--- src/rtl/power_sequencer.sv ---
// Three-stage power rail sequencer: staged bring-up with settle/timeout
// supervision, dropout detection, timed orderly shutdown and latched fault.
module power_sequencer #(
    parameter int unsigned SETTLE_CYCLES  = 1000,
    parameter int unsigned TIMEOUT_CYCLES = 100000,
    parameter int unsigned DOWN_CYCLES    = 1000
) (
    input  logic       i_clk,
    input  logic       i_reset,
    input  logic       i_enable,
    input  logic       i_faultClear,
    input  logic       i_S1Good,
    input  logic       i_S2Good,
    input  logic       i_S3Good,
    output logic       o_S1Enable,
    output logic       o_S2Enable,
    output logic       o_S3Enable,
    output logic       o_monitorResetn,
    output logic [3:0] o_state,
    output logic       o_powerGood,
    output logic [1:0] o_faultStage,
    output logic [1:0] o_faultCode
);

    localparam int unsigned SW = $clog2(SETTLE_CYCLES + 1);
    localparam int unsigned TW = $clog2(TIMEOUT_CYCLES + 1);
    localparam int unsigned DW = $clog2(DOWN_CYCLES + 1);

    localparam logic [SW-1:0] SETTLE_MAX  = SW'(SETTLE_CYCLES);
    localparam logic [TW-1:0] TIMEOUT_MAX = TW'(TIMEOUT_CYCLES);
    localparam logic [DW-1:0] DOWN_MAX    = DW'(DOWN_CYCLES);

    typedef enum logic [3:0] {
        OFF   = 4'd0,
        EN_S1 = 4'd1,
        EN_S2 = 4'd2,
        EN_S3 = 4'd3,
        ON    = 4'd4,
        SD_S3 = 4'd5,
        SD_S2 = 4'd6,
        SD_S1 = 4'd7,
        FAULT = 4'd8
    } seqStateT;

    seqStateT      state, nextState;
    logic [SW-1:0] settleCnt, settleNext, settleInc;
    logic [TW-1:0] timeoutCnt, timeoutNext, timeoutInc;
    logic [DW-1:0] downCnt, downNext, downInc;
    logic [1:0]    faultStageNext, faultCodeNext;
    logic          stageGood;
    logic          s1EnNext, s2EnNext, s3EnNext;

    assign settleInc  = (settleCnt == SETTLE_MAX)   ? settleCnt  : settleCnt + SW'(1);
    assign timeoutInc = (timeoutCnt == TIMEOUT_MAX) ? timeoutCnt : timeoutCnt + TW'(1);
    assign downInc    = (downCnt == DOWN_MAX)       ? downCnt    : downCnt + DW'(1);

    always_comb begin
        nextState      = state;
        settleNext     = settleCnt;
        timeoutNext    = timeoutCnt;
        downNext       = downCnt;
        faultStageNext = o_faultStage;
        faultCodeNext  = o_faultCode;
        stageGood      = 1'b0;

        case (state)
            EN_S1:   stageGood = i_S1Good;
            EN_S2:   stageGood = i_S2Good;
            EN_S3:   stageGood = i_S3Good;
            default: stageGood = 1'b0;
        endcase

        case (state)
            OFF: begin
                if (i_enable) begin
                    nextState      = EN_S1;
                    faultStageNext = '0;
                    faultCodeNext  = '0;
                end
            end
            EN_S1, EN_S2, EN_S3: begin
                settleNext  = stageGood ? settleInc : '0;
                timeoutNext = timeoutInc;
                // Dropout of an established stage outranks everything else.
                if (state != EN_S1 && !i_S1Good) begin
                    nextState      = FAULT;
                    faultStageNext = 2'd1;
                    faultCodeNext  = 2'd2;
                end else if (state == EN_S3 && !i_S2Good) begin
                    nextState      = FAULT;
                    faultStageNext = 2'd2;
                    faultCodeNext  = 2'd2;
                end else if (!i_enable) begin
                    case (state)
                        EN_S1:   nextState = SD_S1;
                        EN_S2:   nextState = SD_S2;
                        default: nextState = SD_S3;
                    endcase
                end else if (stageGood && settleInc == SETTLE_MAX) begin
                    case (state)
                        EN_S1:   nextState = EN_S2;
                        EN_S2:   nextState = EN_S3;
                        default: nextState = ON;
                    endcase
                end else if (timeoutInc == TIMEOUT_MAX) begin
                    nextState      = FAULT;
                    faultStageNext = state[1:0];
                    faultCodeNext  = 2'd1;
                end
            end
            ON: begin
                if (!i_S1Good || !i_S2Good || !i_S3Good) begin
                    nextState      = FAULT;
                    faultStageNext = !i_S1Good ? 2'd1 : (!i_S2Good ? 2'd2 : 2'd3);
                    faultCodeNext  = 2'd2;
                end else if (!i_enable) begin
                    nextState = SD_S3;
                end
            end
            SD_S3, SD_S2, SD_S1: begin
                downNext = downInc;
                if (downInc == DOWN_MAX) begin
                    case (state)
                        SD_S3:   nextState = SD_S2;
                        SD_S2:   nextState = SD_S1;
                        default: nextState = OFF;
                    endcase
                end
            end
            FAULT: begin
                if (!i_enable && i_faultClear) begin
                    nextState = OFF;
                end
            end
            default: nextState = OFF;
        endcase

        if (nextState != state) begin
            settleNext  = '0;
            timeoutNext = '0;
            downNext    = '0;
        end

        s1EnNext = (nextState != OFF) && (nextState != FAULT);
        s2EnNext = (nextState == EN_S2) || (nextState == EN_S3) || (nextState == ON) ||
                   (nextState == SD_S3) || (nextState == SD_S2);
        s3EnNext = (nextState == EN_S3) || (nextState == ON) || (nextState == SD_S3);
    end

    always_ff @(posedge i_clk) begin
        if (i_reset) begin
            state           <= OFF;
            settleCnt       <= '0;
            timeoutCnt      <= '0;
            downCnt         <= '0;
            o_S1Enable      <= 1'b0;
            o_S2Enable      <= 1'b0;
            o_S3Enable      <= 1'b0;
            o_monitorResetn <= 1'b0;
            o_powerGood     <= 1'b0;
            o_faultStage    <= '0;
            o_faultCode     <= '0;
        end else begin
            state           <= nextState;
            settleCnt       <= settleNext;
            timeoutCnt      <= timeoutNext;
            downCnt         <= downNext;
            o_S1Enable      <= s1EnNext;
            o_S2Enable      <= s2EnNext;
            o_S3Enable      <= s3EnNext;
            o_monitorResetn <= (nextState != OFF);
            o_powerGood     <= (nextState == ON);
            o_faultStage    <= faultStageNext;
            o_faultCode     <= faultCodeNext;
        end
    end

    assign o_state = state;

endmodule

--- config.mk ---
export PLATFORM = sky130hd
export DESIGN_NAME = power_sequencer
export DESIGN_NICKNAME = d
export VERILOG_FILES = /design/src/rtl/power_sequencer.sv
export SDC_FILE = /design/constraint.sdc
export NUM_CORES = 1
export LEC_CHECK = 0
export BUFFER_PORTS_ARGS = -buffer_cell sky130_fd_sc_hd__buf_2
export CELL_PAD_IN_SITES_DETAIL_PLACEMENT = 1
export CELL_PAD_IN_SITES_GLOBAL_PLACEMENT = 2
export CORE_ASPECT_RATIO = 0.6
export CORE_MARGIN = 3
export CORE_UTILIZATION = 37
export CTS_CLUSTER_SIZE = 25
export DETAILED_ROUTE_END_ITERATION = 12
export PLACE_DENSITY = 0.92
export RECOVER_POWER = 50
export SLEW_MARGIN = 10
export SYNTH_ARGS = -nofsm -noshare
export SYNTH_HDL_FRONTEND = slang
export SYNTH_SLANG_ARGS = --single-unit
--- constraint.sdc ---
create_clock -name i_clk -period 3.34 [get_ports i_clk]
set_input_delay 0 -clock i_clk [delete_from_list [all_inputs] [get_ports i_clk]]
set_output_delay 0 -clock i_clk [all_outputs]
set_load 0.01 [all_outputs]
Word level (Yosys, flattened, before mapping)

Cells that the tools add are included.
W data, S select, Z words.

$add $sub $neg: 3
Equality and inequality tests: 27
Multiplexer cells: 36
Reductions and logical operators: 24

Operator list:

| kind                    | number |
|---|---|
| $eq A10 B10 Y1 const B  | 4 |
| $mux W4                 | 10 |
| $eq A17 B17 Y1 const B  | 2 |
| $mux W10                | 3 |
| $eq A4 B3 Y1 const B    | 7 |
| $mux W2                 | 14 |
| $add A10 B1 Y10 const B | 2 |
| $pmux W4 S5             | 1 |
| $add A17 B1 Y17 const B | 1 |
| $mux W17                | 1 |
| $eq A4 B2 Y1 const B    | 4 |
| $ne A4 B4 Y1 const B    | 4 |
| $pmux W2 S3             | 2 |
| $pmux W3 S2             | 2 |
| $logic_or A1 B1 Y1      | 8 |
| $reduce_and A6 Y1       | 1 |
| $reduce_or A3 Y1        | 2 |
| $logic_and A1 B1 Y1     | 5 |
| $eq A4 B1 Y1 const B    | 1 |
| $eq A4 B4 Y1 const B    | 1 |
| $logic_not A1 Y1        | 4 |
| $logic_not A4 Y1        | 1 |
| $ne A2 B2 Y1 const B    | 2 |
| $ne A4 B1 Y1 const B    | 1 |
| other kinds (7)         | 7 |

Register bits: 50
Bits of input ports: 7
Output and inout bits: 13
Word-level logic and storage cells: 101

Depth between registers and ports, before layout

Gate-level depths: netlist (run 1).

Depth after elaboration: 14
Depth in mapped cells: 12
Mapped depth without buffers: 10

Least setup slack after synthesis (run 1)

Ideal clock, no wire load.

Path type: reg-to-reg
From: register timeoutCnt[0]
To: register o_faultCode[0]
Setup time: 0.121 ns
Arrival time: 2.537 ns
Required time: 3.219 ns
Path slack: 0.682 ns
Cell stages (with the launch flop): 12
Buffers on the path: 1
Period minus slack after synthesis: 2.658 ns
Cells stage by stage: dfxtp_1 inv_1 ha_1 nor4bb_1 nand4_1 xnor2_1 a2111oi_0 and4_1 buf_2 a211oi_2 a211oi_2 mux2_2

Longest elaborated chain between the ends: 5
Elaborated cells between the ends (all ways): 6
Classes of those cells: add/sub: 1; eq/ne: 3; mux: 1; reduce/logical: 1

RTL lines:

| what                                              | RTL line | RTL |
|---|---|---|
| from (decl)                                       | 47       | `logic [TW-1:0] timeoutCnt, timeoutNext, timeoutInc;` |
| from (signal assigned)                            | 166      | `timeoutCnt <= timeoutNext;` |
| $add A17 B1 Y17 or $eq A17 B17 Y1 (tied branches) | 54       | `assign timeoutInc = (timeoutCnt == TIMEOUT_MAX) ? timeoutCnt : timeoutCnt + TW'(1);` |
| $mux W17 (*)                                      | 54       |  |
| $eq A17 B17 Y1 (*)                                | 105      | `end else if (timeoutInc == TIMEOUT_MAX) begin` |
| $ne A4 B4 Y1 (no line) (*)                        | -        |  |
| $reduce_and A6 Y1 (no line) (*)                   | -        |  |
| to (signal assigned)                              | 174      | `o_faultCode <= faultCodeNext;` |
| to (decl)                                         | 22       | `output logic [1:0] o_faultCode` |

Every way passes the cells marked *; elsewhere a longest branch is shown, timed or not.
A chain may end at the register's enable or synchronous reset.

Worst setup path in the final report (run 1)

Ends and elaborated chain as after synthesis.

==> results of run 1 <==
-- path summary, 6_finish.rpt --
path / depth (start not counted) / startpoint / to / slack [ns]
worst max-delay path: 10 / timeoutCnt[0] / o_faultCode[0] / 0.16
worst min register to register: 2 / o_faultCode[1] / o_faultCode[1] / 0.47
worst max register to register: 10 / timeoutCnt[0] / o_faultCode[0] / 0.16
worst min-delay path: 2 / i_reset / o_state[3] / 0.07
-- power by group --
part           leakage, nW  switching, W  internal, W
Combinational        0.832      0.000174    0.0000822
Sequential           0.404     0.0000109     0.000611
Clock               0.0619      0.000238     0.000274
Total                 1.30      0.000422     0.000967
-- routing by layer --
metal | GRT usage [%] | vias to the layer above
li1 | - | 1577
met1 | 31.1 | 1603
met2 | 26.8 | 89
met3 | 5.26 | 9
met4 | 4.40 | 0
met5 | 0 | -
-- cell usage in the layout (no fill, tap or decap), types with 7 or more instances in the layout --
cell / count
mux2i_1: 7
inv_1: 17
nor3b_1: 9
nand4_1: 11
nand2b_1: 8
xnor2_1: 17
nor2_1: 36
nor2b_1: 7
o21ai_0: 20
nand2_1: 58
xor2_1: 14
buf_2: 8
clkbuf_1: 13
nor2_2: 25
dfxtp_1: 50
a21oi_1: 8
nand3_1: 17
nor3_1: 15
-- final cells by class --
type,instances,area (um2),area share (%)
multi-input combinational,349,2250,59.9
inverter,17,63.8,1.70
clock inverter,2,15.0,0.399
timing repair buffer,27,146,3.89
tap,126,158,4.19
clock buffer,5,125,3.33
sequential,50,1000,26.6
-- cells by family (layout without fill, tap and decap cells) --
group                    after synthesis  after routing  synth area share (%)
AND/OR/NAND/NOR                      227            227                  35.2
AO/OA/AOI/OAI                         74             74                  15.7
flip-flops                            50             50                  28.4
buffers and inverters                 43             51                  7.73
XOR/XNOR                              31             31                  7.69
multiplexers                          11             11                  3.26
adder cells (fa/ha/maj)                6              6                  2.13
-- stage by stage --
step / worst slack (ns) / instance area (um2) / hold slack, ns / setup TNS [ns] / std cells
detailed placement: -0.116 / 3640 / 0.372 / -0.531 / 568
global route: -0.0258 / 3760 / 0.0766 / -0.0455 / 576
global placement: -0.0153 / 3640 / 0.361 / -0.0303 / 568
CTS: 0.0217 / 3790 / 0.0521 / 0 / 575
floorplan: 0.682 / 3530 / 0.0916 / 0 / 442
finish: 0.164 / 3760 / 0.0660 / 0 / 576
-- sequential cells by signal, indices dropped and copies added, names as in the netlist --
| name | cells |
|---|---|
| timeoutCnt | 17 |
| o_faultStage | 2 |
| o_powerGood | 1 |
| o_faultCode | 2 |
| o_S3Enable | 1 |
| settleCnt | 10 |
| downCnt | 10 |
| o_state | 4 |
| o_S1Enable | 1 |
| o_S2Enable | 1 |
| o_monitorResetn | 1 |
-- repair_timing --
action | 4_1_cts | 5_1_grt
gates resized for setup | 2 | 2
pin swaps | 0 | 1
setup endpoints to repair | 39 | 43
setup buffers | 0 | 1
==> impl_metrics.json, run 1 <==
{
  "place_hpwl_um": 7640,
  "grt_pass1_wl_um": 17200,
  "crit_buf_inv": 1,
  "routed-wl-met3_um": 632,
  "async_flop_share_pct": 0,
  "p_leak_nw": 1.30,
  "met2WireLength_um": 3800,
  "num_antenna_cells": 0,
  "synth_edf_count": 0,
  "rows": 26,
  "netlist_area_mm2": 0.00353,
  "ir_drop_mv": 0.188,
  "syn-mean-instance-area_um2": 7.99,
  "skew_ns": 0.00745,
  "status": "finished clean",
  "max_cap_violations": 0,
  "final_util_pct": 42.4,
  "p_total_w": 0.00139,
  "slew_viol_final": 0,
  "path_cells": "inv_1, ha_1, nor4bb_1, nand4_1, xnor2_1, a2111oi_1, and4_4, a211oi_2, a211oi_2, mux2_2",
  "dieArea_mm2": 0.0108,
  "ys_ff_latch": 50,
  "routed_via_density": 5.69,
  "yosysWarnings": 0,
  "synth_area_leaders": "dfxtp_1 28%, nand2_1 6.2%, nor2_2 5.3%, xnor2_1 4.2%, xor2_1 3.5%",
  "die_h_um": 81.7,
  "synth_flop_cell": "dfxtp_1",
  "slowest_stage": "a2111oi_1",
  "synth_cell_types": 74,
  "synthCells": 442,
  "clock.fmax_mhz": 315,
  "num_vias": 3278,
  "worstPathRequired_ns": 3.53,
  "root_buffer": "clkbuf_16",
  "area_delta_synth_final_pct": 6.56,
  "insertion_delay_ns": 0.30,
  "grt_max_degree": 38,
  "wl_per_cell_um": 18.0,
  "ios": 20,
  "clock_sinks": 50,
  "io_buffers": 19,
  "synth_area_leader_cell": "dfxtp_1",
  "cts_buffer_depth": 2,
  "end_kind": "register",
  "nFillCells": 1087,
  "tritoncts": "done",
  "route.detailed.drc": 0,
  "synth.yosys.seq_area_share_pct": 28.4,
  "grt.total_usage_pct": 20.0,
  "antenna_found_initial": 0,
  "drtAntennaViolNets": 0,
  "synthTopCellsByCount": "58 x nand2_1, 50 x dfxtp_1, 31 x nor2_1, 30 x nor2_2, 19 x o21ai_0",
  "drive_above_1_share_pct": 17.1,
  "worstPathArrival_ns": 3.37,
  "holdBufCountCts": 0,
  "cp_max_fo": 6,
  "period_minus_slack_ns": 3.18,
  "crit_family": "compound AO/OA/AOI/OAI gates",
  "tightest_slew_ns": 0.825,
  "htreeDepth": 2,
  "setup_violations": 0,
  "cp_slowest_stage_delay_ns": 0.47,
  "wl_met1_um": 5840,
  "p_per_area_mw_per_mm2": 369,
  "start_kind": "register",
  "numCtsBuffers": 5,
  "min_path_type": "in -> reg",
  "crit_path_frequent_cell": "a211oi_2",
  "netlist.area_leader.share_pct": 28.4,
  "slew_headroom_pct": 44.6,
  "place.gp.congestion": 0.946,
  "grt_overflow": 0,
  "nets": 463,
  "clk_pin_slew_ns": 0.07,
  "yosysMostFrequentCell": "nand2_1",
  "grt_pass1_vias": 3166,
  "crit_type": "reg -> reg",
  "fin_crit_sh_pct": 95.1,
  "wl_um": 10400,
  "top_layer": "met4",
  "finalHoldViolCount": 0,
  "core_area_mm2": 0.00888,
  "start_util_pct": 39.7,
  "die_w_um": 132,
  "syn_nets": 455,
  "dr.pass1.iters": 4,
  "drt_iter0_drc": 259
}
Note: power is estimated with default switching activity, not from simulation.
==> inputs of run 2 (changes only) <==
--- a/config.mk
+++ b/config.mk
@@ -5,17 +5,18 @@
 export SDC_FILE = /design/constraint.sdc
 export NUM_CORES = 1
 export LEC_CHECK = 0
+export ABC_AREA = 1
 export BUFFER_PORTS_ARGS = -buffer_cell sky130_fd_sc_hd__buf_2
 export CELL_PAD_IN_SITES_DETAIL_PLACEMENT = 1
 export CELL_PAD_IN_SITES_GLOBAL_PLACEMENT = 2
 export CORE_ASPECT_RATIO = 0.6
 export CORE_MARGIN = 3
-export CORE_UTILIZATION = 37
+export CORE_UTILIZATION = 34
 export CTS_CLUSTER_SIZE = 25
 export DETAILED_ROUTE_END_ITERATION = 12
 export PLACE_DENSITY = 0.92
 export RECOVER_POWER = 50
-export SLEW_MARGIN = 10
+export SLEW_MARGIN = 25
 export SYNTH_ARGS = -nofsm -noshare
 export SYNTH_HDL_FRONTEND = slang
 export SYNTH_SLANG_ARGS = --single-unit
==> constraint.sdc (replaced) <==
create_clock -name i_clk -period 3.6 [get_ports i_clk]
set_input_delay 0 -clock i_clk [delete_from_list [all_inputs] [get_ports i_clk]]
set_output_delay 0 -clock i_clk [all_outputs]
set_load 0.01 [all_outputs]
==> impl_metrics.json, run 2 <==
{
  "status": "finished clean",
  "multi_input_area_mm2": 0.00237,
  "nets": 625,
  "start_kind": "register",
  "finalHoldViolCount": 0,
  "routed_via_density": 5.00,
  "cp_max_fo": 17,
  "top_regs": "timeoutCnt (17), downCnt (10), settleCnt (10)",
  "synth_cell_types": 36,
  "placed_area_mm2": 0.00400,
  "crit_type": "reg -> reg",
  "crit_path_frequent_cell": "nand2_1",
  "grt.total_usage_pct": 19.1,
  "ir_drop_mv": 0.181,
  "grt_overflow": 0,
  "root_buffer": "clkbuf_16",
  "period_minus_slack_ns": 3.25,
  "p_per_area_mw_per_mm2": 375,
  "grt_pass1_wl_um": 19200,
  "die_h_um": 87.7,
  "insertion_delay_ns": 0.30,
  "slew_viol_final": 0,
  "grt_max_degree": 26,
  "core_area_mm2": 0.0107,
  "cp_slowest_stage_delay_ns": 0.40,
  "tightest_slew_ns": 0.533,
  "num_antenna_cells": 0,
  "place.gp.congestion": 0.867,
  "p_leak_nw": 1.67,
  "synth_area_leaders": "dfxtp_1 26%, nand2_1 15%, nor2_1 8.4%, inv_1 7.1%, nor2_4 6.5%",
  "skew_ns": 0.0143,
  "rr_startpoint": "o_state[2]",
  "async_flop_share_pct": 0,
  "regArea_mm2": 0.00100,
  "fin_hold_ws_ns": 0.114,
  "io_buffers": 19,
  "worstPathRequired_ns": 3.83,
  "num_vias": 3763,
  "whs_path_depth": 4,
  "layout_commonest_cell": "nand2_1",
  "numCtsBuffers": 5,
  "synth_flop_cell": "dfxtp_1",
  "yosysMostFrequentCell": "nand2_1",
  "worstPathArrival_ns": 3.48,
  "synthCells": 595,
  "place_hpwl_um": 9050,
  "clock.fmax_mhz": 308,
  "htreeDepth": 2,
  "clock_sinks": 50,
  "yosysWarnings": 0,
  "slew_headroom_pct": 64.4,
  "r2r_end": "settleCnt[1]",
  "drive_above_1_share_pct": 13.5,
  "nFillCells": 1448,
  "start_util_pct": 35.4,
  "ios": 20,
  "post-route-cell-area_mm2": 0.00413,
  "crit_buf_inv": 1,
  "slowest_stage": "dfxtp_1",
  "end_kind": "register",
  "wl_um": 11400,
  "min_path_type": "in -> reg",
  "die_w_um": 142,
  "cts_resized": 0,
  "fin_crit_sh_pct": 90.2,
  "tns_ns": 0,
  "setup_violations": 0,
  "syn_nets": 608,
  "hold_path_end": "o_state[3]",
  "synthTopCellsByCount": "149 x nand2_1, 85 x nor2_1, 72 x inv_1, 50 x dfxtp_1",
  "drt_iter0_drc": 267,
  "syn-mean-instance-area_um2": 6.36,
  "ys_ff_latch": 50,
  "cts_buffer_depth": 2,
  "largest_reg_flops": 17,
  "reg2reg_depth": 18,
  "path_cells": "nor2_4, nand2_1, nor2_2, nand2_1, nand3_1, nand2_1, nor2_2, nand3_2, nand2_1, nor2_1, nand2_2, nand2_1, a21oi_1, nand2_1, nor2_2, nand2_4, buf_4, nor2_2",
  "grt_pass1_vias": 3761,
  "max_cap_violations": 0,
  "wl_per_cell_um": 15.1,
  "synth.yosys.seq_area_share_pct": 26.4,
  "route.detailed.drc": 0,
  "netlist_area_mm2": 0.00379,
  "clk_pin_slew_ns": 0.07,
  "antenna_found_initial": 0,
  "hp-start": "i_faultClear",
  "drtAntennaViolNets": 0,
  "rsz0062_at_grt": "no",
  "dr.pass1.iters": 4,
  "synth_area_leader_cell": "dfxtp_1",
  "netlist.area_leader.share_pct": 26.4,
  "largest-register": "timeoutCnt",
  "rrSetupSlack_ns": 0.35,
  "crit_family": "simple AND/OR/NAND/NOR gates",
  "rows": 29,
  "tritoncts": "done",
  "dieArea_mm2": 0.0125,
  "layout_common_cells": "152 x nand2_1, 86 x nor2_1, 72 x inv_1",
  "synth_edf_count": 0,
  "area_delta_synth_final_pct": 8.96
}
==> run 2: cell count changes after synthesis, moves of 7 or more <==
cell	delta
nand2_1	+91
inv_1	+55
nor2_1	+54
nor2_4	+22
nand3_1	+19
o21ai_0	+17
xnor2_1	-16
nand2_2	+10
nor3b_1	-9
nand2b_1	-8
nor3_1	-8
a21oi_1	+7
nor2b_1	-7
==> run 2: layout make-up <==
| type | instances | area share, % |
|---|---|---|
| Tap cell | 139 | 4.22 |
| Multi-Input combinational cell | 452 | 57.5 |
| Clock inverter | 1 | 0.121 |
| Sequential cell | 50 | 24.3 |
| Inverter | 78 | 7.10 |
| Timing Repair Buffer | 25 | 3.37 |
| Clock buffer | 7 | 3.46 |
==> run 2: worst max path at each step <==
| stage | slack (ns) | start | depth (start not counted) | to |
|---|---|---|---|---|
| 6_report | 0.35 | o_state[2] | 18 | settleCnt[1] |
| 2_1_floorplan | 1.29 | timeoutCnt[0] | 22 | timeoutCnt[0] |
| 5_1_grt | 0.07 | o_state[2] | 18 | settleCnt[1] |
| 4_1_cts | 0.37 | o_state[2] | 18 | settleCnt[1] |
| 3_3_place_gp | 0.52 | o_state[2] | 19 | settleCnt[1] |
| 3_5_place_dp | 0.42 | o_state[2] | 17 | settleCnt[1] |
==> run 2: cell families after synthesis <==
| group | after synthesis | share of synthesized area [%] |
|---|---|---|
| buffers and inverters | 93 | 10.5 |
| adders and majority gates | 6 | 1.98 |
| DFF | 50 | 26.4 |
| muxes | 1 | 0.264 |
| xor gates and xnor gates | 18 | 4.36 |
| and+or+nand+nor | 358 | 45.9 |
| AOI/OAI and AO/OA | 69 | 10.5 |
==> run 2: metrics by stage <==
stage	std cells	total power, W	setup WS [ns]	util (%)
2_1_floorplan	595	0.000972	1.29	-
5_1_grt	752	0.00165	0.0679	38.5
3_3_place_gp	743	0.00106	0.523	37.4
3_5_place_dp	743	0.00107	0.425	37.4
6_report	752	0.00155	0.353	38.5
4_1_cts	752	0.00157	0.366	38.8
==> run 2: what timing repair did <==
item | in CTS | in global routing
setup endpoints to repair | 0 | 0
setup buffers | 0 | 0
hold endpoints to repair | 5 | 0
hold buffers | 1 | 0
==> run 2: layer usage <==
metal  vias to the layer above  part of all wire (%)  track usage, %
met5                         -                     0               0
met4                         0                  0.73            3.22
met3                         9                   5.1            3.44
met2                        67                    40            27.2
met1                      1775                    55            29.9
li1                       1912                     -               -
==> run 2: power by group <==
| group | switching, W | leakage, nW | internal [W] |
|---|---|---|---|
| Sequential | 0.0000460 | 0.405 | 0.000588 |
| Clock | 0.000212 | 0.0739 | 0.000276 |
| Combinational | 0.000301 | 1.19 | 0.000124 |
| Total | 0.000560 | 1.67 | 0.000988 |
==> run 2: tightest hold or removal path, delay by kind of cell <==
kind                   cells  cell delay, ns
AO/OA/AOI/OAI              2            0.21
buffers and inverters      1            0.10
AND/OR/NAND/NOR            1            0.07
